[config.mk]
export PLATFORM = sky130hd
export DESIGN_NAME = tri_root_extract_flat
export DESIGN_NICKNAME = d
export VERILOG_FILES = /design/src/rtl/tri_pkg.sv /design/src/rtl/tri_root_extract_if.sv /design/src/rtl/tri_step.sv /design/src/rtl/tri_root_extract.sv /design/src/flat_wrapper.sv
export SDC_FILE = /design/constraint.sdc
export NUM_CORES = 1
export LEC_CHECK = 0
export CAP_MARGIN = 25
export CORE_UTILIZATION = 41
export CTS_CLUSTER_DIAMETER = 150
export DETAILED_ROUTE_END_ITERATION = 16
export GPL_TIMING_DRIVEN = 0
export PLACE_DENSITY = 0.61
export REMOVE_ABC_BUFFERS = 1
export SETUP_SLACK_MARGIN = 0.1
export SLEW_MARGIN = 20
export SYNTH_ARGS = -nofsm -noshare
export SYNTH_HDL_FRONTEND = slang
export SYNTH_HIERARCHICAL = 1
export SYNTH_SLANG_ARGS = --single-unit
[constraint.sdc]
create_clock -name clk -period 11.9 [get_ports clk]
set_clock_uncertainty 0.1 [all_clocks]
set_input_delay 2.38 -clock clk [delete_from_list [all_inputs] [get_ports clk]]
set_output_delay 2.38 -clock clk [all_outputs]
set_load 0.01 [all_outputs]
[src/rtl/tri_pkg.sv]
// -----------------------------------------------------------------------------
// tri_pkg
// Shared definitions for the triangular accumulator family (forward block and
// tri_root_extract). Holds the FSM state encoding, the default WIDTH/LIMIT
// constants and the value typedef.
// No ports (package).
// -----------------------------------------------------------------------------
package tri_pkg;

    localparam int TRI_WIDTH = 15;
    localparam int TRI_LIMIT = 200;

    typedef logic [TRI_WIDTH-1:0] tri_value_t;

    typedef enum logic [1:0] {
        ST_IDLE = 2'd0,
        ST_RUN  = 2'd1,
        ST_DONE = 2'd2
    } tri_state_t;

endpackage

[src/rtl/tri_root_extract_if.sv]
// -----------------------------------------------------------------------------
// tri_root_extract_if
// Groups the request/response handshake, the step enable and the result bus
// of tri_root_extract.
//   master : requester/consumer side (drives en, in_valid, in_x, out_ready)
//   slave  : the extractor itself
// Handshake rule: a transfer happens on a rising clk edge where valid and
// ready are both high; valid, once raised, holds its payload until that edge.
// Optional macro TRI_ROOT_EXACT_EN adds the out_exact result bit.
// -----------------------------------------------------------------------------
interface tri_root_extract_if #(
    parameter int WIDTH = tri_pkg::TRI_WIDTH
);
    logic             en;
    logic             in_valid;
    logic             in_ready;
    logic [WIDTH-1:0] in_x;
    logic             out_valid;
    logic             out_ready;
    logic [WIDTH-1:0] out_y;
    logic [WIDTH-1:0] out_rem;
    logic             out_err;
    logic             out_sat;
`ifdef TRI_ROOT_EXACT_EN
    logic             out_exact;
`endif

    modport master (
`ifdef TRI_ROOT_EXACT_EN
        input  out_exact,
`endif
        output en, in_valid, in_x, out_ready,
        input  in_ready, out_valid, out_y, out_rem, out_err, out_sat
    );

    modport slave (
`ifdef TRI_ROOT_EXACT_EN
        output out_exact,
`endif
        input  en, in_valid, in_x, out_ready,
        output in_ready, out_valid, out_y, out_rem, out_err, out_sat
    );

endinterface

[src/rtl/tri_step.sv]
// -----------------------------------------------------------------------------
// tri_step
// Combinational datapath for one accumulate step of the inverse search.
//   i_acc  : current accumulator (1 + k(k-1)/2)
//   i_k    : current step count
//   i_v    : target value being inverted
//   o_sum  : acc + k, the accumulator value after a step (valid when o_go)
//   o_go   : another step still fits and k is below LIMIT
//   o_sat  : k reached LIMIT although another step would still have fit
// -----------------------------------------------------------------------------
module tri_step
    import tri_pkg::*;
#(
    parameter int WIDTH = TRI_WIDTH,
    parameter int LIMIT = TRI_LIMIT
) (
    input  logic [WIDTH-1:0] i_acc,
    input  logic [WIDTH-1:0] i_k,
    input  logic [WIDTH-1:0] i_v,
    output logic [WIDTH-1:0] o_sum,
    output logic             o_go,
    output logic             o_sat
);

    localparam logic [WIDTH-1:0] LIMIT_V = WIDTH'(LIMIT);

    logic [WIDTH:0] w_sum_wide;
    logic           w_fits;

    // One extra bit so acc+k cannot wrap when v sits near the top of range.
    assign w_sum_wide = {1'b0, i_acc} + {1'b0, i_k};
    assign w_fits     = (w_sum_wide <= {1'b0, i_v});
    assign o_sum      = w_sum_wide[WIDTH-1:0];
    assign o_go       = (i_k < LIMIT_V) && w_fits;
    assign o_sat      = (i_k == LIMIT_V) && w_fits;

endmodule

[src/rtl/tri_root_extract.sv]
// -----------------------------------------------------------------------------
// tri_root_extract
// Inverse of the triangular accumulator: given a final accumulator value x,
// finds the largest step count k <= LIMIT with 1 + k(k-1)/2 <= x and the
// leftover x - (1 + k(k-1)/2). Walks the forward recurrence one step per
// enabled cycle.
// Ports:
//   clk          : clock
//   rst          : synchronous, active-high reset
//   bus          : tri_root_extract_if.slave (en, request, response, results)
//   o_dbg_state  : current FSM state, for observation only
// Optional macro TRI_ROOT_EXACT_EN adds bus.out_exact (remainder is zero and
// no error).
// -----------------------------------------------------------------------------
module tri_root_extract
    import tri_pkg::*;
#(
    parameter int WIDTH = TRI_WIDTH,
    parameter int LIMIT = TRI_LIMIT
) (
    input  logic                clk,
    input  logic                rst,
    tri_root_extract_if.slave   bus,
    output tri_state_t          o_dbg_state
);

    tri_state_t       r_state;
    tri_state_t       w_state_nxt;

    logic [WIDTH-1:0] r_v;
    logic [WIDTH-1:0] r_acc;
    logic [WIDTH-1:0] r_k;
    logic [WIDTH-1:0] r_y;
    logic [WIDTH-1:0] r_rem;
    logic             r_err;
    logic             r_sat;
`ifdef TRI_ROOT_EXACT_EN
    logic             r_exact;
`endif

    logic [WIDTH-1:0] w_sum;
    logic             w_go;
    logic             w_sat;
    logic             w_err;
    logic             w_accept;
    logic             w_step;

    tri_step #(
        .WIDTH (WIDTH),
        .LIMIT (LIMIT)
    ) u_step (
        .i_acc (r_acc),
        .i_k   (r_k),
        .i_v   (r_v),
        .o_sum (w_sum),
        .o_go  (w_go),
        .o_sat (w_sat)
    );

    assign w_accept = (r_state == ST_IDLE) && bus.in_valid;
    assign w_step   = (r_state == ST_RUN) && bus.en;
    // k==0 at termination means even acc=1 exceeded v, i.e. v was 0.
    assign w_err    = (r_k == '0);

    // ---------------- FSM: state register ----------------
    always_ff @(posedge clk) begin
        if (rst) begin
            r_state <= ST_IDLE;
        end else begin
            r_state <= w_state_nxt;
        end
    end

    // ---------------- FSM: next state ----------------
    always_comb begin
        w_state_nxt = r_state;
        case (r_state)
            ST_IDLE: begin
                if (bus.in_valid) begin
                    w_state_nxt = ST_RUN;
                end
            end
            ST_RUN: begin
                if (bus.en && !w_go) begin
                    w_state_nxt = ST_DONE;
                end
            end
            ST_DONE: begin
                if (bus.out_ready) begin
                    w_state_nxt = ST_IDLE;
                end
            end
            default: begin
                w_state_nxt = ST_IDLE;
            end
        endcase
    end

    // ---------------- Datapath ----------------
    always_ff @(posedge clk) begin
        if (rst) begin
            r_v   <= '0;
            r_acc <= '0;
            r_k   <= '0;
            r_y   <= '0;
            r_rem <= '0;
            r_err <= 1'b0;
            r_sat <= 1'b0;
`ifdef TRI_ROOT_EXACT_EN
            r_exact <= 1'b0;
`endif
        end else if (w_accept) begin
            r_v   <= bus.in_x;
            r_acc <= WIDTH'(1);
            r_k   <= '0;
        end else if (w_step) begin
            if (w_go) begin
                r_acc <= w_sum;
                r_k   <= r_k + WIDTH'(1);
            end else begin
                // Final step: results stay put until the next transaction ends.
                r_y   <= r_k;
                r_err <= w_err;
                r_rem <= w_err ? '0 : (r_v - r_acc);
                r_sat <= w_sat;
`ifdef TRI_ROOT_EXACT_EN
                r_exact <= !w_err && (r_v == r_acc);
`endif
            end
        end
    end

    // ---------------- Outputs ----------------
    assign bus.in_ready  = (r_state == ST_IDLE);
    assign bus.out_valid = (r_state == ST_DONE);
    assign bus.out_y     = r_y;
    assign bus.out_rem   = r_rem;
    assign bus.out_err   = r_err;
    assign bus.out_sat   = r_sat;
`ifdef TRI_ROOT_EXACT_EN
    assign bus.out_exact = r_exact;
`endif
    assign o_dbg_state   = r_state;

endmodule

[src/flat_wrapper.sv]
// flat-port wrapper written by rule: the top's interface ports become plain ports
module tri_root_extract_flat import tri_pkg::*;
#(
    parameter int WIDTH = TRI_WIDTH,
    parameter int LIMIT = TRI_LIMIT
)
  (clk, rst, o_dbg_state, bus_en, bus_in_valid, bus_in_x, bus_out_ready, bus_in_ready, bus_out_valid, bus_out_y, bus_out_rem, bus_out_err, bus_out_sat);
  tri_root_extract_if #(.WIDTH(WIDTH)) bus_i ();
  input  logic clk;
  input  logic rst;
  output tri_state_t o_dbg_state;
  input wire logic [$bits(bus_i.en)-1:0] bus_en;
  input wire logic [$bits(bus_i.in_valid)-1:0] bus_in_valid;
  input wire logic [$bits(bus_i.in_x)-1:0] bus_in_x;
  input wire logic [$bits(bus_i.out_ready)-1:0] bus_out_ready;
  output wire logic [$bits(bus_i.in_ready)-1:0] bus_in_ready;
  output wire logic [$bits(bus_i.out_valid)-1:0] bus_out_valid;
  output wire logic [$bits(bus_i.out_y)-1:0] bus_out_y;
  output wire logic [$bits(bus_i.out_rem)-1:0] bus_out_rem;
  output wire logic [$bits(bus_i.out_err)-1:0] bus_out_err;
  output wire logic [$bits(bus_i.out_sat)-1:0] bus_out_sat;
  assign bus_i.en = bus_en;
  assign bus_i.in_valid = bus_in_valid;
  assign bus_i.in_x = bus_in_x;
  assign bus_i.out_ready = bus_out_ready;
  assign bus_in_ready = bus_i.in_ready;
  assign bus_out_valid = bus_i.out_valid;
  assign bus_out_y = bus_i.out_y;
  assign bus_out_rem = bus_i.out_rem;
  assign bus_out_err = bus_i.out_err;
  assign bus_out_sat = bus_i.out_sat;
  tri_root_extract #(.WIDTH(WIDTH), .LIMIT(LIMIT)) u_core (.clk(clk), .rst(rst), .bus(bus_i), .o_dbg_state(o_dbg_state));
endmodule
==> flow_summary_export.csv <==
group,metric,value,unit
yosys,synth-compound-area-share,0.200,
power_and_ir_drop,irDropWorstVdd,0.115,mV
layout,synthToLayoutAreaGrowth,20.5,%
yosys,netlist_instances,591,
clock_network,cts_buffers,9,
sta,slew_headroom,0.487,
power_and_ir_drop,powerDensity,113,nW/um^2
yosys,synthFlopType,"dfxtp_1",
clock_network,cts.sinks,79,
setup_path,start_kind,"flop",
yosys,synth-adder-area-share,0.130,
routing,first_iter_violations,133,
hold_path,hold_class,"reg -> reg",
clock_network,clock_latency,0.35,ns
grt,grt_pass1_wl,18000,um
floorplan,die_y,109,um
sta,grt_setup_unrepaired,"false",
power_and_ir_drop,p_leak,2.23,nW
sta,max_freq,0.178,GHz
floorplan,fp.dieW,109,um
floorplan,die_area,12000,um^2
layout,nets,707,
clock_network,clk_pin_slew,0.06,ns
sta,slew_violations,0,
sta,timing.final.crit_share,0.472,
grt,antenna_found_initial,0,
setup_path,criticalPathCategory,"reg -> reg",
run_status,status,"complete, no violations",
setup_path,cp.required,12.03,ns
yosys,synth-edff-count,0,
layout,fin_cells,784,
setup_path,worstPathArrival,5.75,ns
floorplan,core_area,11000,um^2
yosys,synth_top_cell_by_area,"dfxtp_1",
yosys,synth_xor_area_frac,0.0685,
sta,tns,0,ns
routing,vias,4143,
clock_network,root_buffer,"clkbuf_16",
grt,grt_usage,0.194,
clock_network,cts.repair.resized,0,
clock_network,hold_buffers,0,
floorplan,boundaryPins,56,
yosys,ys_seq_elements,79,
yosys,syn_area_per_cell,8.00,um^2
sta,finalHoldViolCount,0,
grt,overflow,0,
setup_path,critPathMaxFanout,19,
yosys,synthesis.area,4730,um^2
layout,antenna_cells,0,
routing,remaining_drc_errors,0,
yosys,synth_top_family_by_area,"simple AND/OR/NAND/NOR gates",
grt,grt_max_degree,33,
yosys,muxShareOfSynthArea,0,
yosys,yosys.area_share.simple,0.217,
job,drv_cap,0,
place,dp_hpwl,8210,um
grt,grt_pass1_vias,3832,
yosys,yosysSeqAreaShare,0.334,
routing,drtPass1Iterations,5,
yosys,yosysUniqueCellTypes,58,
floorplan,start_util,0.429,
sta,setup_viol,0,
yosys,yosysWarnings,6,
clock_network,cts_tree,"done",
yosys,synthArstFlopShare,0,
clock_network,post-cts-setup-buffer-count,0,
sta,post-route-min-period,5.62,ns
setup_path,end_kind,"flop",
clock_network,cts_buffer_depth,2,
routing,ant_nets,0,
place,place_inst,768,
place,routabilityCongestion,0.851,
layout,layout-drive-gt1-share,0.0481,
sta,tightest_slew,0.768,ns
floorplan,rows,38,
routing,via_per_inst,5.28,
clock_network,h-tree-depth,3,
place,portBuffers,55,
routing,routedWlPerCell,13.8,um
yosys,synthTopCellsByArea,"dfxtp_1 33%, ha_1 12%, nand2_1 9.7%",
yosys,synth_top_area_share,0.334,
routing,wirelength,10800,um
## kinds of logic (layout without fill, tap and decap cells)
group / Yosys count / count (layout)
XOR/XNOR: 37 / 37
buffers and inverters: 60 / 113
AND/OR/NAND/NOR: 224 / 224
adder cells (fa/ha/maj): 48 / 48
flip-flops: 79 / 79
AO/OA/AOI/OAI: 143 / 143
## worst max-delay path, stage by stage (launching register included)
cell	delay, ns
dfxtp_1	0.50
ha_1	0.27
inv_1	0.07
fa_1	0.40
nor2b_1	0.16
o31a_1	0.25
o21bai_4	0.09
a21oi_2	0.19
a2111oi_4	0.08
xnor2_1	0.22
ha_1	0.30
a21oi_1	0.18
nand2_1	0.07
a21oi_1	0.14
o21a_1	0.12
a21oi_1	0.04
a311oi_1	0.45
o21a_1	0.29
and4b_1	0.73
and3_1	0.35
nand3_1	0.17
nor2_1	0.15
xnor2_1	0.13
nor2_1	0.05
## registers in the layout, indices dropped and copies added (netlist names)
| register | count |
|---|---|
| u_core/bus.out_rem | 15 |
| u_core/r_k | 15 |
| u_core/o_dbg_state | 2 |
| u_core/bus.out_err | 1 |
| u_core/bus.out_sat | 1 |
| u_core/bus.out_y | 15 |
| u_core/r_acc | 15 |
| u_core/r_v | 15 |
## per-layer routing
layer	global-route usage	up-vias	wire length (um)
met4	0.0514	0	89
li1	-	2130	-
met3	0.0533	9	416
met1	0.247	1944	5170
met5	0	-	0
met2	0.321	60	5170
## synthesized netlist by cell type, types with 9 or more instances
| cell | instances |
|---|---|
| a21oi_1 | 74 |
| xnor2_1 | 19 |
| dfxtp_1 | 79 |
| o21ai_0 | 11 |
| ha_1 | 46 |
| xor2_1 | 18 |
| inv_1 | 39 |
| a21o_1 | 11 |
| nand4_1 | 9 |
| clkbuf_1 | 16 |
| nor2_1 | 42 |
| nand2_1 | 122 |
| nand3_1 | 11 |
## report_power, final
part           switching, mW  internal [mW]
Combinational         0.0562         0.0416
Clock                  0.109          0.162
Sequential           0.00473          0.269
Total                  0.170          0.472
## path summary, 6_finish.rpt
check	slack, ns	startpoint	cells after the start	endpoint
max	6.28	u_core/r_k[0]	23	u_core/r_k[12]
min	0.35	u_core/bus.out_y[9]	2	u_core/bus.out_y[9]
max reg2reg	6.28	u_core/r_k[0]	23	u_core/r_k[12]
min reg2reg	0.35	u_core/bus.out_y[9]	2	u_core/bus.out_y[9]
## cell usage in the layout (no fill, tap or decap), drive strengths merged, types with 6 or more instances in the layout
| cell | synthesis | final |
|---|---|---|
| a21o | 11 | 11 |
| a21oi | 75 | 75 |
| a22o | 6 | 6 |
| a22oi | 7 | 7 |
| and3 | 7 | 7 |
| clkbuf | 16 | 10 |
| clkdlybuf4s50 | 0 | 54 |
| dfxtp | 79 | 79 |
| ha | 46 | 46 |
| inv | 39 | 40 |
| nand2 | 122 | 122 |
| nand3 | 11 | 11 |
| nand4 | 9 | 9 |
| nor2 | 42 | 42 |
| nor2b | 7 | 7 |
| nor3 | 6 | 6 |
| nor4 | 6 | 6 |
| o21a | 7 | 7 |
| o21ai | 12 | 12 |
| xnor2 | 19 | 19 |
| xor2 | 18 | 18 |
## metrics by stage
stage	instance area [um^2]	power, mW	hold WS, ns	util	setup WS [ns]
after CTS	5700	0.650	0.358	0.517	6.31
after detailed placement	5410	0.376	0.350	0.491	6.36
final	5700	0.642	0.354	0.517	6.28
after global routing	5700	0.674	0.380	0.517	5.75
after global placement	5370	0.373	0.348	0.486	5.96
after floorplan	4640	0.345	0.348	-	7.26
## final cells by class
type,count,area [um^2]
clock inverters,6,58.8
inverters,39,146
clock buffers,10,229
multi-input cells,452,2910
fillers,1078,5330
well taps,140,175
flip-flops and latches,79,1580
repair buffers,58,596
Power figures use the tool's default switching activity.
